### src/rtl/mc_pkg.sv
// Shared types and constants for the multicycle MIPS main control FSM.
package mc_pkg;

  typedef enum logic [3:0] {
    FETCH   = 4'd0,
    DECODE  = 4'd1,
    MEMADR  = 4'd2,
    MEMRD   = 4'd3,
    MEMWB   = 4'd4,
    MEMWR   = 4'd5,
    EXEC    = 4'd6,
    ALUWB   = 4'd7,
    BRANCH  = 4'd8,
    JUMP    = 4'd9,
    ADDIEX  = 4'd10,
    ADDIWB  = 4'd11,
    ILLEGAL = 4'd12
  } state_e;

  localparam logic [5:0] OP_RTYPE = 6'd0;
  localparam logic [5:0] OP_J     = 6'd2;
  localparam logic [5:0] OP_BEQ   = 6'd4;
  localparam logic [5:0] OP_ADDI  = 6'd8;
  localparam logic [5:0] OP_LW    = 6'd35;
  localparam logic [5:0] OP_SW    = 6'd43;

  localparam logic [1:0] ALUOP_ADD  = 2'b00;
  localparam logic [1:0] ALUOP_SUB  = 2'b01;
  localparam logic [1:0] ALUOP_FUNC = 2'b10;

  localparam logic [1:0] SRCB_RT      = 2'b00;
  localparam logic [1:0] SRCB_FOUR    = 2'b01;
  localparam logic [1:0] SRCB_IMM     = 2'b10;
  localparam logic [1:0] SRCB_IMM_SH2 = 2'b11;

  localparam logic [1:0] PCSRC_ALU    = 2'b00;
  localparam logic [1:0] PCSRC_ALUOUT = 2'b01;
  localparam logic [1:0] PCSRC_JUMP   = 2'b10;

  typedef struct packed {
    logic       pc_write;
    logic       pc_write_cond;
    logic       i_or_d;
    logic       mem_read;
    logic       mem_write;
    logic       ir_write;
    logic       mem_to_reg;
    logic       reg_dst;
    logic       reg_write;
    logic       alu_src_a;
    logic [1:0] alu_src_b;
    logic [1:0] alu_op;
    logic [1:0] pc_source;
    logic       illegal_op;
  } ctrl_t;

  // States whose exit to FETCH completes (retires) an instruction.
  function automatic logic retires(state_e s);
    return s inside {MEMWB, MEMWR, ALUWB, BRANCH, JUMP, ADDIWB};
  endfunction

endpackage

### src/rtl/retire_counter.sv
// Enable counter with async active-low clear; wraps silently.
module retire_counter #(
  parameter int unsigned CNT_W = 32
) (
  input  logic             clk,
  input  logic             rst_n,
  input  logic             en_i,
  output logic [CNT_W-1:0] count_o
);

  logic [CNT_W-1:0] count_q, count_d;

  always_comb begin
    count_d = count_q;
    if (en_i) count_d = count_q + CNT_W'(1);
  end

  always_ff @(posedge clk or negedge rst_n) begin
    if (!rst_n) count_q <= '0;
    else        count_q <= count_d;
  end

  assign count_o = count_q;

endmodule

### src/rtl/multicycle_control.sv
// Main control FSM of the multicycle MIPS datapath: sequences each instruction,
// waits on MemReady for memory states and counts retired instructions.
module multicycle_control
  import mc_pkg::*;
#(
  parameter int unsigned CNT_W = 32
) (
  input  logic             clk,
  input  logic             rst_n,
  input  logic [5:0]       Opcode,
  input  logic             MemReady,
  output logic             PCWrite,
  output logic             PCWriteCond,
  output logic             IorD,
  output logic             MemRead,
  output logic             MemWrite,
  output logic             IRWrite,
  output logic             MemtoReg,
  output logic             RegDst,
  output logic             RegWrite,
  output logic             ALUSrcA,
  output logic [1:0]       ALUSrcB,
  output logic [1:0]       ALUOp,
  output logic [1:0]       PCSource,
  output logic             IllegalOp,
  output logic [CNT_W-1:0] InstrCount
);

  state_e state_q, state_d;
  ctrl_t  ctrl_c;
  ctrl_t  ctrl_gated;
  logic   retire_c;

  always_ff @(posedge clk or negedge rst_n) begin
    if (!rst_n) state_q <= FETCH;
    else        state_q <= state_d;
  end

  // Next state and Moore output decode; FETCH strobes are qualified by MemReady.
  always_comb begin
    state_d = state_q;
    ctrl_c  = '0;
    unique case (state_q)
      FETCH: begin
        ctrl_c.mem_read  = 1'b1;
        ctrl_c.alu_src_b = SRCB_FOUR;
        ctrl_c.pc_write  = MemReady;
        ctrl_c.ir_write  = MemReady;
        if (MemReady) state_d = DECODE;
      end
      DECODE: begin
        ctrl_c.alu_src_b = SRCB_IMM_SH2;
        case (Opcode)
          OP_RTYPE:     state_d = EXEC;
          OP_LW, OP_SW: state_d = MEMADR;
          OP_BEQ:       state_d = BRANCH;
          OP_J:         state_d = JUMP;
          OP_ADDI:      state_d = ADDIEX;
          default:      state_d = ILLEGAL;
        endcase
      end
      MEMADR: begin
        ctrl_c.alu_src_a = 1'b1;
        ctrl_c.alu_src_b = SRCB_IMM;
        state_d = (Opcode == OP_LW) ? MEMRD : MEMWR;
      end
      MEMRD: begin
        ctrl_c.mem_read = 1'b1;
        ctrl_c.i_or_d   = 1'b1;
        if (MemReady) state_d = MEMWB;
      end
      MEMWB: begin
        ctrl_c.reg_write  = 1'b1;
        ctrl_c.mem_to_reg = 1'b1;
        state_d = FETCH;
      end
      MEMWR: begin
        ctrl_c.mem_write = 1'b1;
        ctrl_c.i_or_d    = 1'b1;
        if (MemReady) state_d = FETCH;
      end
      EXEC: begin
        ctrl_c.alu_src_a = 1'b1;
        ctrl_c.alu_src_b = SRCB_RT;
        ctrl_c.alu_op    = ALUOP_FUNC;
        state_d = ALUWB;
      end
      ALUWB: begin
        ctrl_c.reg_write = 1'b1;
        ctrl_c.reg_dst   = 1'b1;
        state_d = FETCH;
      end
      BRANCH: begin
        ctrl_c.alu_src_a     = 1'b1;
        ctrl_c.alu_op        = ALUOP_SUB;
        ctrl_c.pc_write_cond = 1'b1;
        ctrl_c.pc_source     = PCSRC_ALUOUT;
        state_d = FETCH;
      end
      JUMP: begin
        ctrl_c.pc_write  = 1'b1;
        ctrl_c.pc_source = PCSRC_JUMP;
        state_d = FETCH;
      end
      ADDIEX: begin
        ctrl_c.alu_src_a = 1'b1;
        ctrl_c.alu_src_b = SRCB_IMM;
        ctrl_c.alu_op    = ALUOP_ADD;
        state_d = ADDIWB;
      end
      ADDIWB: begin
        ctrl_c.reg_write = 1'b1;
        ctrl_c.pc_source = PCSRC_ALU;
        state_d = FETCH;
      end
      ILLEGAL: begin
        ctrl_c.illegal_op = 1'b1;
        state_d = FETCH;
      end
      default: state_d = FETCH;
    endcase
  end

  // Reset silences every control line immediately, abandoning any pending request.
  assign ctrl_gated = rst_n ? ctrl_c : '0;

  assign PCWrite     = ctrl_gated.pc_write;
  assign PCWriteCond = ctrl_gated.pc_write_cond;
  assign IorD        = ctrl_gated.i_or_d;
  assign MemRead     = ctrl_gated.mem_read;
  assign MemWrite    = ctrl_gated.mem_write;
  assign IRWrite     = ctrl_gated.ir_write;
  assign MemtoReg    = ctrl_gated.mem_to_reg;
  assign RegDst      = ctrl_gated.reg_dst;
  assign RegWrite    = ctrl_gated.reg_write;
  assign ALUSrcA     = ctrl_gated.alu_src_a;
  assign ALUSrcB     = ctrl_gated.alu_src_b;
  assign ALUOp       = ctrl_gated.alu_op;
  assign PCSource    = ctrl_gated.pc_source;
  assign IllegalOp   = ctrl_gated.illegal_op;

  assign retire_c = retires(state_q) && (state_d == FETCH);

  retire_counter #(
    .CNT_W (CNT_W)
  ) u_retire_counter (
    .clk     (clk),
    .rst_n   (rst_n),
    .en_i    (retire_c),
    .count_o (InstrCount)
  );

endmodule

### config.mk
export PLATFORM = sky130hd
export DESIGN_NAME = multicycle_control
export DESIGN_NICKNAME = d
export VERILOG_FILES = /design/src/rtl/mc_pkg.sv /design/src/rtl/retire_counter.sv /design/src/rtl/multicycle_control.sv
export SDC_FILE = /design/constraint.sdc
export NUM_CORES = 1
export LEC_CHECK = 0
export CAP_MARGIN = 20
export CORE_MARGIN = 1.5
export CORE_UTILIZATION = 52
export CTS_CLUSTER_SIZE = 28
export DETAILED_ROUTE_END_ITERATION = 6
export MAX_ROUTING_LAYER = met4
export PLACE_DENSITY = 0.86
export REMOVE_ABC_BUFFERS = 1
export SLEW_MARGIN = 20
export SYNTH_ARGS = -nofsm -noshare
export SYNTH_HDL_FRONTEND = slang
export SYNTH_SLANG_ARGS = --single-unit
### constraint.sdc
create_clock -name clk -period 4.7 [get_ports clk]
set_clock_uncertainty 0.2 [all_clocks]
set_input_delay 0.94 -clock clk [delete_from_list [all_inputs] [get_ports clk]]
set_output_delay 0.94 -clock clk [all_outputs]
set_load 0.01 [all_outputs]
==> impl_metrics.prom, run 1 <==
# TYPE chip_impl_metric gauge
chip_impl_metric{name="vias_in_the_first_global_route",unit=""} 1676
chip_impl_metric{name="synth_enable_flop_cells",unit=""} 0
chip_impl_metric{name="finalCriticalPeriod",unit="ns"} 3.59
chip_impl_info{name="status",value="finished, final reports clean"} 1
chip_impl_info{name="synth_ff_type",value="sky130_fd_sc_hd__dfrtp_1"} 1
chip_impl_metric{name="insertedDiodeCount",unit=""} 0
chip_impl_metric{name="layout_setup_ws",unit="ns"} 1.11
chip_impl_metric{name="start_util",unit=""} 0.553
chip_impl_info{name="path_cells",value="clkdlybuf4s50_1 > and3b_1 > or2_2 > clkdlybuf4s50_1"} 1
chip_impl_metric{name="totalNegativeSetupSlack",unit="ns"} 0
chip_impl_info{name="grt_busiest_layer",value="met1"} 1
chip_impl_metric{name="final_antenna_net_count",unit=""} 0
chip_impl_metric{name="chipWidth",unit="µm"} 66.1
chip_impl_metric{name="design.final.nets",unit=""} 281
chip_impl_metric{name="grt_first_pass_wirelength",unit="µm"} 8170
chip_impl_metric{name="routed_wire_per_std_cell",unit="µm"} 14.7
chip_impl_metric{name="max_stage_delay",unit="ns"} 0.52
chip_impl_metric{name="post-cts-setup-buffer-count",unit=""} 0
chip_impl_metric{name="max_clock_freq",unit="MHz"} 278
chip_impl_metric{name="fraction_of_met1_tracks_used_by_global_routing",unit=""} 0.360
chip_impl_metric{name="grt.total_usage",unit=""} 0.248
chip_impl_info{name="critical_path.most_common_cell",value="sky130_fd_sc_hd__clkdlybuf4s50_1"} 1
chip_impl_metric{name="fin_crit_sh",unit=""} 0.764
chip_impl_metric{name="core_area",unit="mm²"} 0.00374
chip_impl_metric{name="overflow_left_after_global_routing",unit=""} 0
chip_impl_info{name="ys_top_cells_by_area",value="sky130_fd_sc_hd__dfrtp_1, sky130_fd_sc_hd__xor2_1, sky130_fd_sc_hd__nand2_1, sky130_fd_sc_hd__nor3_1, sky130_fd_sc_hd__xnor2_1"} 1
chip_impl_metric{name="die_y",unit="µm"} 66.1
chip_impl_metric{name="cts-root-to-sink-buffers",unit=""} 2
chip_impl_metric{name="postCtsResizedCells",unit=""} 0
chip_impl_metric{name="yosys_warnings",unit=""} 0
chip_impl_metric{name="ir_worst_vdd",unit="V"} 0.000406
chip_impl_metric{name="clk_latency",unit="ns"} 0.29
chip_impl_metric{name="numClockSinks",unit=""} 36
chip_impl_info{name="criticalPathCategory",value="input pin to output port"} 1
chip_impl_info{name="dominant_combinational_cell_family_by_area_after_synthesis",value="simple AND/OR/NAND/NOR gates"} 1
chip_impl_metric{name="detailedRoute.firstIterationViolations",unit=""} 83
chip_impl_metric{name="proportion_of_layout_cells_with_a_drive_suffix_above_1",unit=""} 0.0625
chip_impl_metric{name="post_layout_nonfiller_instances",unit=""} 320
chip_impl_metric{name="synth_fa_ha_area_frac",unit=""} 0.00604
chip_impl_info{name="synth_top_cell_by_area",value="sky130_fd_sc_hd__dfrtp_1"} 1
chip_impl_metric{name="setup_viol",unit=""} 0
chip_impl_metric{name="total_power",unit="µW"} 991
chip_impl_metric{name="worst-endpoint-required",unit="ns"} 3.56
chip_impl_info{name="worst_setup_path_start_kind",value="input pin"} 1
chip_impl_metric{name="slew-limit-headroom",unit=""} 0.619
chip_impl_info{name="worst_setup_path_end_kind",value="output port"} 1
chip_impl_metric{name="cts-hold-fix-buffers",unit=""} 0
chip_impl_metric{name="preCtsSetupSlack",unit="ns"} 1.11
chip_impl_metric{name="boundaryPins",unit=""} 58
chip_impl_info{name="tritoncts_clock_tree",value="done"} 1
chip_impl_info{name="rsz_0062_raised_after_global_routing",value="false"} 1
chip_impl_metric{name="port-buffer-count",unit=""} 57
chip_impl_metric{name="cp_max_fo",unit=""} 8
chip_impl_metric{name="fin_hold_ws",unit="ns"} 0.261
chip_impl_metric{name="drcViolationCount",unit=""} 0
chip_impl_info{name="hp-class",value="input pin to async pin"} 1
chip_impl_metric{name="synth_async_sr_flop_share",unit=""} 1.00
chip_impl_metric{name="number_of_vias_per_cell",unit=""} 5.59
chip_impl_metric{name="antenna_violations_before_repair",unit=""} 0
chip_impl_info{name="clock_root_buffer_master",value="sky130_fd_sc_hd__clkbuf_8"} 1
chip_impl_metric{name="design.die.area",unit="mm²"} 0.00437
chip_impl_metric{name="synth_compound_area_frac",unit=""} 0.0652
chip_impl_metric{name="synth.avg_cell_area",unit="µm²"} 9.50
chip_impl_metric{name="synth_seq_cells",unit=""} 36
chip_impl_metric{name="inst_count_dp",unit=""} 312
chip_impl_metric{name="largest_net_degree_at_the_start_of_global_routing",unit=""} 36
chip_impl_metric{name="core.rowCount",unit=""} 22
chip_impl_info{name="cpMaxStageDelayCell",value="sky130_fd_sc_hd__clkdlybuf4s50_1"} 1
chip_impl_metric{name="synth-seq-area-share",unit=""} 0.435
chip_impl_metric{name="drt_pre_antenna_iters",unit=""} 4
chip_impl_metric{name="synthCells",unit=""} 218
chip_impl_metric{name="synth_cell_types",unit=""} 44
chip_impl_metric{name="postRouteWirelength",unit="µm"} 4690
chip_impl_metric{name="static-leakage-power",unit="µW"} 0.00121
chip_impl_metric{name="post_synth_xor_area_fraction",unit=""} 0.135
chip_impl_metric{name="synthSimpleGateAreaFrac",unit=""} 0.315
chip_impl_metric{name="gp_routability_congestion",unit=""} 0.826
chip_impl_metric{name="grt_util_met2",unit=""} 0.359
chip_impl_metric{name="hold_violations_final",unit=""} 0
chip_impl_metric{name="cp.buffers_inverters",unit=""} 2
chip_impl_metric{name="dp_hpwl",unit="µm"} 3280
chip_impl_metric{name="h_tree_level_count",unit=""} 2
chip_impl_metric{name="areaGrowthSynthToFinish",unit="%"} 31.7
chip_impl_info{name="critical_path.top_delay_family",value="buffers and inverters"} 1
chip_impl_metric{name="maxCapViolCount",unit=""} 0
chip_impl_metric{name="power_per_cell_area",unit="mW/mm²"} 363
chip_impl_metric{name="synthesis.area",unit="mm²"} 0.00207
chip_impl_metric{name="muxShareOfSynthArea",unit=""} 0.00543
chip_impl_metric{name="synth_top_cell_area_share",unit=""} 0.435
chip_impl_metric{name="grtUsageMet3",unit=""} 0.0426
chip_impl_metric{name="num_vias",unit=""} 1788
chip_impl_metric{name="number_of_clock_buffers_inserted_by_tritoncts",unit=""} 5
chip_impl_metric{name="worst_ep_arrival_time",unit="ns"} 2.45
chip_impl_metric{name="worstMarginPinSlew",unit="ns"} 0.569
chip_impl_metric{name="final_max_slew_viol_count",unit=""} 0
chip_impl_metric{name="cts.clk_slew.worst_paths",unit="ns"} 0.07
## area by class of cell
type                    instances  area [µm²]
multi-input cells             167        1090
clock inverters                 3        18.8
fillers                       285        1010
repair buffers                 59         581
well taps                      48        60.1
flip-flops and latches         36         901
clock buffers                   5        68.8
inverters                       2        7.51
## routing by layer
metal / vias up / share of wire
met5: - / 0
met1: 868 / 0.48
met4: 0 / 0.012
met3: 5 / 0.052
li1: 871 / -
met2: 44 / 0.46
## worst paths after layout
| kind | slack [ns] | start | cells after the start | endpoint |
|---|---|---|---|---|
| max | 1.11 | MemReady | 4 | PCWrite |
| max in group asynchronous | 3.39 | rst_n | 2 | u_retire_counter.count_o[2] |
| min in group clk | 0.29 | u_retire_counter.count_o[23] | 1 | u_retire_counter.count_o[23] |
| min | 0.26 | rst_n | 1 | state_q[1] |
| max reg2reg | 1.71 | state_q[0] | 5 | u_retire_counter.count_o[30] |
| min reg2reg | 0.29 | u_retire_counter.count_o[23] | 1 | u_retire_counter.count_o[23] |
## kinds of logic after synthesis
family / Yosys count
XOR/XNOR: 32
buffers and inverters: 15
AND/OR/NAND/NOR: 113
AO/OA/AOI/OAI: 20
multiplexers: 1
adder cells (fa/ha/maj): 1
flip-flops: 36
## Yosys cell counts (4+ instances only)
cell type	instances
sky130_fd_sc_hd__nand2_1	24
sky130_fd_sc_hd__nor2_1	16
sky130_fd_sc_hd__nor4b_1	4
sky130_fd_sc_hd__and4_1	4
sky130_fd_sc_hd__nor4_1	6
sky130_fd_sc_hd__nor3b_1	6
sky130_fd_sc_hd__nand2b_1	5
sky130_fd_sc_hd__xor2_1	25
sky130_fd_sc_hd__clkbuf_1	5
sky130_fd_sc_hd__o21ai_0	5
sky130_fd_sc_hd__dfrtp_1	36
sky130_fd_sc_hd__nand3_1	4
sky130_fd_sc_hd__nor3_1	16
sky130_fd_sc_hd__and3b_1	4
sky130_fd_sc_hd__xnor2_1	7
sky130_fd_sc_hd__and3_1	5
sky130_fd_sc_hd__nand4_1	5
## where the power goes
group	total (µW)	internal, µW	switching (µW)	leakage, µW
sequential	431	348	82.9	0.000484
combinational	341	186	155	0.000681
clock	218	103	115	0.0000479
## registers in the layout, summed over array words and instances, names as in the netlist
register,cells
state_q,4
u_retire_counter.count_o,32
## stage by stage
step           area (µm²)  utilization
2_1_floorplan        2000            -
3_3_place_gp         2640        0.706
3_5_place_dp         2640        0.706
4_1_cts              2730        0.729
5_1_grt              2730        0.729
6_report             2730        0.729
## layout by cell type, fill, tap and decap left out, types with 5 or more instances in the layout
master / instances
sky130_fd_sc_hd__clkdlybuf4s50_1: 56
sky130_fd_sc_hd__dfrtp_1: 36
sky130_fd_sc_hd__xor2_1: 25
sky130_fd_sc_hd__nand2_1: 24
sky130_fd_sc_hd__nor2_1: 16
sky130_fd_sc_hd__nor3_1: 16
sky130_fd_sc_hd__xnor2_1: 7
sky130_fd_sc_hd__nor3b_1: 6
sky130_fd_sc_hd__nor4_1: 6
sky130_fd_sc_hd__nand2b_1: 5
sky130_fd_sc_hd__and3_1: 5
sky130_fd_sc_hd__o21ai_0: 5
sky130_fd_sc_hd__nand4_1: 5
sky130_fd_sc_hd__clkbuf_8: 5
## worst reg2reg max path: stages (launching register included)
cell and delay (ns):
sky130_fd_sc_hd__dfrtp_1 0.70, sky130_fd_sc_hd__nor2b_1 0.20, sky130_fd_sc_hd__nor4b_1 0.56, sky130_fd_sc_hd__nand4_1 0.55
sky130_fd_sc_hd__or3_1 0.55, sky130_fd_sc_hd__xnor2_1 0.13
Power figures use the tool's default switching activity.
==> run 2, diff against run 1 <==
--- a/config.mk
+++ b/config.mk
@@ -7,11 +7,11 @@
 export LEC_CHECK = 0
 export CAP_MARGIN = 20
 export CORE_MARGIN = 1.5
-export CORE_UTILIZATION = 52
+export CORE_UTILIZATION = 43
 export CTS_CLUSTER_SIZE = 28
 export DETAILED_ROUTE_END_ITERATION = 6
 export MAX_ROUTING_LAYER = met4
-export PLACE_DENSITY = 0.86
+export PLACE_DENSITY = 0.76
 export REMOVE_ABC_BUFFERS = 1
 export SLEW_MARGIN = 20
 export SYNTH_ARGS = -nofsm -noshare
==> constraint.sdc (replaced) <==
create_clock -name clk -period 3.1 [get_ports clk]
set_clock_uncertainty 0.2 [all_clocks]
set_input_delay 0.62 -clock clk [delete_from_list [all_inputs] [get_ports clk]]
set_output_delay 0.62 -clock clk [all_outputs]
set_load 0.01 [all_outputs]
==> impl_metrics.prom, run 2 (synthesized netlist as in run 1, its figures left out) <==
# TYPE chip_impl_metric gauge
chip_impl_info{name="status",value="finished, final reports clean"} 1
chip_impl_metric{name="post-cts-setup-buffer-count",unit=""} 0
chip_impl_metric{name="maxCapViolCount",unit=""} 0
chip_impl_metric{name="rr_worst_depth",unit=""} 6
chip_impl_metric{name="cts-root-to-sink-buffers",unit=""} 2
chip_impl_info{name="setup.worst_path.start",value="state_q[2]"} 1
chip_impl_metric{name="drcViolationCount",unit=""} 0
chip_impl_metric{name="h_tree_level_count",unit=""} 2
chip_impl_metric{name="worst_ep_arrival_time",unit="ns"} 2.10
chip_impl_metric{name="drt_pre_antenna_iters",unit=""} 4
chip_impl_metric{name="overflow_left_after_global_routing",unit=""} 0
chip_impl_info{name="leading_cell_types_in_the_layout_fill_and_taps_excluded",value="sky130_fd_sc_hd__clkdlybuf4s50_1, sky130_fd_sc_hd__dfrtp_1, sky130_fd_sc_hd__xor2_1"} 1
chip_impl_metric{name="cts.clk_slew.worst_paths",unit="ns"} 0.08
chip_impl_info{name="critical_path.endpoint",value="PCSource[0]"} 1
chip_impl_metric{name="worst-endpoint-required",unit="ns"} 2.28
chip_impl_metric{name="grt.total_usage",unit=""} 0.192
chip_impl_metric{name="number_of_clock_buffers_inserted_by_tritoncts",unit=""} 5
chip_impl_metric{name="boundaryPins",unit=""} 58
chip_impl_metric{name="max_clock_freq",unit="MHz"} 343
chip_impl_metric{name="totalNegativeSetupSlack",unit="ns"} 0
chip_impl_info{name="crit-reg2reg-launch",value="state_q[1]"} 1
chip_impl_metric{name="final_antenna_net_count",unit=""} 0
chip_impl_metric{name="proportion_of_layout_cells_with_a_drive_suffix_above_1",unit=""} 0.0893
chip_impl_metric{name="gp_routability_congestion",unit=""} 0.831
chip_impl_metric{name="fin_crit_sh",unit=""} 0.942
chip_impl_metric{name="ir_worst_vdd",unit="V"} 0.000333
chip_impl_metric{name="grt_first_pass_wirelength",unit="µm"} 7670
chip_impl_metric{name="start_util",unit=""} 0.442
chip_impl_metric{name="antenna_violations_before_repair",unit=""} 0
chip_impl_metric{name="core.rowCount",unit=""} 25
chip_impl_metric{name="die_y",unit="µm"} 72.4
chip_impl_metric{name="clk_latency",unit="ns"} 0.29
chip_impl_metric{name="inst_count_dp",unit=""} 326
chip_impl_metric{name="hold_violations_final",unit=""} 0
chip_impl_metric{name="power_per_cell_area",unit="mW/mm²"} 552
chip_impl_info{name="criticalPathCategory",value="register to output port"} 1
chip_impl_info{name="hp-class",value="input pin to async pin"} 1
chip_impl_metric{name="routed_wire_per_std_cell",unit="µm"} 14.3
chip_impl_info{name="tritoncts_clock_tree",value="done"} 1
chip_impl_info{name="regToRegEndpoint",value="u_retire_counter.count_o[24]"} 1
chip_impl_info{name="worst_setup_path_start_kind",value="register"} 1
chip_impl_metric{name="final_max_slew_viol_count",unit=""} 0
chip_impl_metric{name="static-leakage-power",unit="µW"} 0.00125
chip_impl_metric{name="core_area",unit="mm²"} 0.00469
chip_impl_metric{name="worstMarginPinSlew",unit="ns"} 0.592
chip_impl_info{name="final_common_cell",value="sky130_fd_sc_hd__clkdlybuf4s50_1"} 1
chip_impl_info{name="clock_root_buffer_master",value="sky130_fd_sc_hd__clkbuf_8"} 1
chip_impl_metric{name="cp_max_fo",unit=""} 17
chip_impl_metric{name="num_vias",unit=""} 1789
chip_impl_info{name="worst_setup_path_end_kind",value="output port"} 1
chip_impl_metric{name="setup_viol",unit=""} 0
chip_impl_metric{name="numClockSinks",unit=""} 36
chip_impl_metric{name="dp_hpwl",unit="µm"} 3480
chip_impl_metric{name="finalCriticalPeriod",unit="ns"} 2.92
chip_impl_metric{name="largest_net_degree_at_the_start_of_global_routing",unit=""} 18
chip_impl_metric{name="detailedRoute.firstIterationViolations",unit=""} 85
chip_impl_metric{name="largest_reg_flops",unit=""} 32
chip_impl_metric{name="vias_in_the_first_global_route",unit=""} 1595
chip_impl_metric{name="number_of_vias_per_cell",unit=""} 5.36
chip_impl_metric{name="areaGrowthSynthToFinish",unit="%"} 35.2
chip_impl_metric{name="insertedDiodeCount",unit=""} 0
chip_impl_metric{name="port-buffer-count",unit=""} 57
chip_impl_metric{name="design.final.nets",unit=""} 289
chip_impl_metric{name="design.die.area",unit="mm²"} 0.00524
chip_impl_metric{name="ff2ff_setup_slack",unit="ns"} 0.50
chip_impl_metric{name="slew-limit-headroom",unit=""} 0.603
chip_impl_info{name="rsz_0062_raised_after_global_routing",value="false"} 1
chip_impl_metric{name="chipWidth",unit="µm"} 72.4
chip_impl_metric{name="postRouteWirelength",unit="µm"} 4770
chip_impl_metric{name="post_layout_nonfiller_instances",unit=""} 334
-- run 2: cell types whose count changed in the layout (fill, tap and decap cells not counted), sizes merged --
cell,delta
buf,+8
clkinv,-3
clkbuf,+3
-- run 2: layout make-up --
| type | count | area, µm² |
|---|---|---|
| fill | 411 | 1890 |
| multi-input combinational | 167 | 1090 |
| sequential | 36 | 903 |
| timing repair buffer | 67 | 641 |
| clock buffer | 8 | 90.1 |
| tap | 54 | 67.6 |
| inverter | 2 | 7.51 |
-- run 2: timing repair --
item,CTS,global route
gates resized for setup,0,2
setup endpoints to repair,0,3
endpoints found under the hold margin,0,0
hold buffers,0,0
-- run 2: worst min-delay path by stage --
| stage | cells after the start | slack (ns) | to | startpoint |
|---|---|---|---|---|
| after global routing | 2 | 0.15 | u_retire_counter.count_o[28] | rst_n |
| after detailed placement | 1 | 0.27 | u_retire_counter.count_o[7] | u_retire_counter.count_o[7] |
| after CTS | 2 | 0.14 | u_retire_counter.count_o[28] | rst_n |
| after global placement | 1 | 0.27 | u_retire_counter.count_o[7] | u_retire_counter.count_o[7] |
| final | 2 | 0.14 | u_retire_counter.count_o[28] | rst_n |
| after floorplan | 0 | 0.12 | state_q[0] | rst_n |
-- run 2: worst max-delay path, cell delays in order, from the launching register on --
cell and delay (ns):
sky130_fd_sc_hd__dfrtp_2 0.52, sky130_fd_sc_hd__nand2b_1 0.22, sky130_fd_sc_hd__or2_2 0.30, sky130_fd_sc_hd__nor3_1 0.19, sky130_fd_sc_hd__clkdlybuf4s50_1 0.57
-- run 2: per-stage QoR --
step           power (µW)   util  instance area, µm²  hold slack [ns]  setup WS, ns
3_5_place_dp         1210  0.577                2710            0.274         0.311
3_3_place_gp         1200  0.577                2710            0.274         0.312
4_1_cts              1560  0.597                2800            0.145        0.0793
6_report             1550  0.597                2800            0.142         0.180
2_1_floorplan         914      -                2000            0.124         0.648
5_1_grt              1650  0.597                2800            0.151        0.0919
-- run 2: routing by layer --
metal | track usage | wire length [µm]
met2 | 0.286 | 2260
met4 | 0.0566 | 41
met3 | 0.0500 | 183
met5 | - | 0
met1 | 0.260 | 2280
-- run 2: where the power goes --
group,internal [µW],switching (µW)
clock,181,168
combinational,306,251
sequential,531,110
total,1020,529
==> run 3, diff against run 2 <==
--- a/config.mk
+++ b/config.mk
@@ -7,11 +7,11 @@
 export LEC_CHECK = 0
 export CAP_MARGIN = 20
 export CORE_MARGIN = 1.5
-export CORE_UTILIZATION = 43
+export CORE_UTILIZATION = 40
 export CTS_CLUSTER_SIZE = 28
 export DETAILED_ROUTE_END_ITERATION = 6
 export MAX_ROUTING_LAYER = met4
-export PLACE_DENSITY = 0.76
+export PLACE_DENSITY = 0.71
 export REMOVE_ABC_BUFFERS = 1
 export SLEW_MARGIN = 20
 export SYNTH_ARGS = -nofsm -noshare
==> impl_metrics.prom, run 3 (synthesized netlist as in run 1, its figures left out) <==
# TYPE chip_impl_metric gauge
chip_impl_metric{name="core.rowCount",unit=""} 26
chip_impl_metric{name="areaGrowthSynthToFinish",unit="%"} 35.4
chip_impl_metric{name="final_core_utilization",unit=""} 0.557
chip_impl_info{name="clock_root_buffer_master",value="sky130_fd_sc_hd__clkbuf_8"} 1
chip_impl_metric{name="largest_reg_flops",unit=""} 32
chip_impl_metric{name="final_max_slew_viol_count",unit=""} 0
chip_impl_metric{name="num_vias",unit=""} 1780
chip_impl_metric{name="grt_first_pass_wirelength",unit="µm"} 7420
chip_impl_metric{name="drcViolationCount",unit=""} 0
chip_impl_metric{name="stdcell_area",unit="mm²"} 0.00281
chip_impl_info{name="status",value="finished, final reports clean"} 1
chip_impl_metric{name="vias_in_the_first_global_route",unit=""} 1586
chip_impl_info{name="path_cells",value="inv_1 > or2_2 > nor3_1 > clkdlybuf4s50_1"} 1
chip_impl_metric{name="combined_area_of_the_multi_input_logic_cells",unit="mm²"} 0.00109
chip_impl_metric{name="clk_latency",unit="ns"} 0.27
chip_impl_info{name="criticalPathCategory",value="register to output port"} 1
chip_impl_metric{name="boundaryPins",unit=""} 58
chip_impl_metric{name="insertedDiodeCount",unit=""} 0
chip_impl_metric{name="detailedRoute.firstIterationViolations",unit=""} 114
chip_impl_metric{name="grt.total_usage",unit=""} 0.178
chip_impl_metric{name="fillers",unit=""} 461
chip_impl_metric{name="ff2ff_setup_slack",unit="ns"} 0.43
chip_impl_metric{name="cts-root-to-sink-buffers",unit=""} 2
chip_impl_info{name="regToRegEndpoint",value="u_retire_counter.count_o[28]"} 1
chip_impl_metric{name="cts.clk_slew.worst_paths",unit="ns"} 0.06
chip_impl_metric{name="port-buffer-count",unit=""} 57
chip_impl_info{name="rsz_0062_raised_after_global_routing",value="false"} 1
chip_impl_metric{name="worst-endpoint-required",unit="ns"} 2.28
chip_impl_metric{name="core_area",unit="mm²"} 0.00504
chip_impl_metric{name="totalNegativeSetupSlack",unit="ns"} 0
chip_impl_metric{name="antenna_violations_before_repair",unit=""} 0
chip_impl_metric{name="fin_crit_sh",unit=""} 0.955
chip_impl_info{name="hp-class",value="input pin to async pin"} 1
chip_impl_metric{name="number_of_clock_buffers_inserted_by_tritoncts",unit=""} 5
chip_impl_metric{name="setup_viol",unit=""} 0
chip_impl_metric{name="routed_wire_per_std_cell",unit="µm"} 13.4
chip_impl_metric{name="power_per_cell_area",unit="mW/mm²"} 532
chip_impl_metric{name="postRouteWirelength",unit="µm"} 4670
chip_impl_metric{name="cts-hold-fix-buffers",unit=""} 0
chip_impl_info{name="worst_setup_path_start_kind",value="register"} 1
chip_impl_metric{name="slew-limit-headroom",unit=""} 0.539
chip_impl_metric{name="rr_worst_depth",unit=""} 6
chip_impl_metric{name="hold_violations_final",unit=""} 0
chip_impl_metric{name="worstMarginPinSlew",unit="ns"} 0.687
chip_impl_metric{name="start_util",unit=""} 0.411
chip_impl_metric{name="die_y",unit="µm"} 75.0
chip_impl_info{name="cpMaxStageDelayCell",value="sky130_fd_sc_hd__dfrtp_1"} 1
chip_impl_metric{name="max_stage_delay",unit="ns"} 0.66
chip_impl_metric{name="numClockSinks",unit=""} 36
chip_impl_metric{name="seqCellArea",unit="µm²"} 901
chip_impl_metric{name="preCtsSetupSlack",unit="ns"} 0.304
chip_impl_metric{name="chipWidth",unit="µm"} 75.0
chip_impl_metric{name="proportion_of_layout_cells_with_a_drive_suffix_above_1",unit=""} 0.0824
chip_impl_metric{name="cp_max_fo",unit=""} 16
chip_impl_metric{name="max_clock_freq",unit="MHz"} 338
chip_impl_metric{name="gp_routability_congestion",unit=""} 0.818
chip_impl_metric{name="dp_hpwl",unit="µm"} 3400
chip_impl_metric{name="largest_net_degree_at_the_start_of_global_routing",unit=""} 34
chip_impl_metric{name="h_tree_level_count",unit=""} 2
chip_impl_metric{name="design.final.nets",unit=""} 289
chip_impl_metric{name="overflow_left_after_global_routing",unit=""} 0
chip_impl_metric{name="final_antenna_net_count",unit=""} 0
chip_impl_metric{name="post_dp_cell_area",unit="mm²"} 0.00273
chip_impl_info{name="worst_setup_path_end_kind",value="output port"} 1
chip_impl_metric{name="post-cts-setup-buffer-count",unit=""} 0
chip_impl_metric{name="layout_setup_ws",unit="ns"} 0.139
chip_impl_metric{name="worst_ep_arrival_time",unit="ns"} 2.14
chip_impl_metric{name="ir_worst_vdd",unit="V"} 0.000330
chip_impl_metric{name="static-leakage-power",unit="µW"} 0.00124
chip_impl_metric{name="number_of_vias_per_cell",unit=""} 5.10
chip_impl_metric{name="postCtsResizedCells",unit=""} 0
chip_impl_info{name="final_common_cell",value="sky130_fd_sc_hd__clkdlybuf4s50_1"} 1
chip_impl_metric{name="maxCapViolCount",unit=""} 0
chip_impl_info{name="crit-reg2reg-launch",value="state_q[3]"} 1
chip_impl_metric{name="design.die.area",unit="mm²"} 0.00562
chip_impl_metric{name="drt_pre_antenna_iters",unit=""} 4
chip_impl_info{name="tritoncts_clock_tree",value="done"} 1
chip_impl_info{name="leading_cell_types_in_the_layout_fill_and_taps_excluded",value="sky130_fd_sc_hd__clkdlybuf4s50_1, sky130_fd_sc_hd__dfrtp_1, sky130_fd_sc_hd__xor2_1"} 1
chip_impl_metric{name="finalCriticalPeriod",unit="ns"} 2.96
## run 3: changes by cell type in the layout (fill, tap and decap cells not counted)
cell,previous run,this run
sky130_fd_sc_hd__clkbuf_1,2,1
sky130_fd_sc_hd__clkbuf_8,6,5
sky130_fd_sc_hd__clkinv_2,0,1
sky130_fd_sc_hd__dfrtp_1,34,36
sky130_fd_sc_hd__dfrtp_2,2,0
## run 3: worst max-delay path, delay by kind of cell (launching register included)
| kind | cells | cell delay, ns |
|---|---|---|
| AND/OR/NAND/NOR | 2 | 0.51 |
| buffers and inverters | 2 | 0.69 |
| flip-flops | 1 | 0.66 |
## run 3: power by group
part | total, µW | internal, µW | switching, µW
sequential | 638 | 528 | 109
clock | 303 | 153 | 150
combinational | 553 | 298 | 255
## run 3: per-layer routing
layer | up-vias | track usage | share of wire
met2 | 55 | 0.253 | 0.46
li1 | 895 | - | -
met4 | 0 | 0.0424 | 0.0041
met5 | - | - | 0
met1 | 828 | 0.259 | 0.47
met3 | 2 | 0.0375 | 0.069
## run 3: final cells by class
cell class	instances	share of cell area
Timing Repair Buffer	67	0.228
Inverter	2	0.00267
Clock inverter	1	0.00178
Clock buffer	6	0.0259
Multi-Input combinational cell	167	0.389
Sequential cell	36	0.321
Tap cell	70	0.0312
## run 3: how the worst max path moves through the flow
stage | depth (start not counted) | from | endpoint | slack, ns
after global routing | 5 | state_q[3] | PCWrite | 0.007
after global placement | 4 | MemReady | PCWrite | 0.31
after floorplan | 5 | state_q[1] | u_retire_counter.count_o[30] | 0.65
after detailed placement | 4 | MemReady | PCWrite | 0.30
final | 4 | state_q[3] | PCWriteCond | 0.14
after CTS | 4 | state_q[3] | PCWriteCond | 0.14
## run 3: stage by stage
stage                     hold WS [ns]  instances  total power [µW]
after CTS                        0.105        349              1510
after floorplan                  0.124        205               914
after detailed placement         0.275        342              1200
after global placement           0.274        342              1190
after global routing            0.0975        349              1580
final                            0.105        349              1490
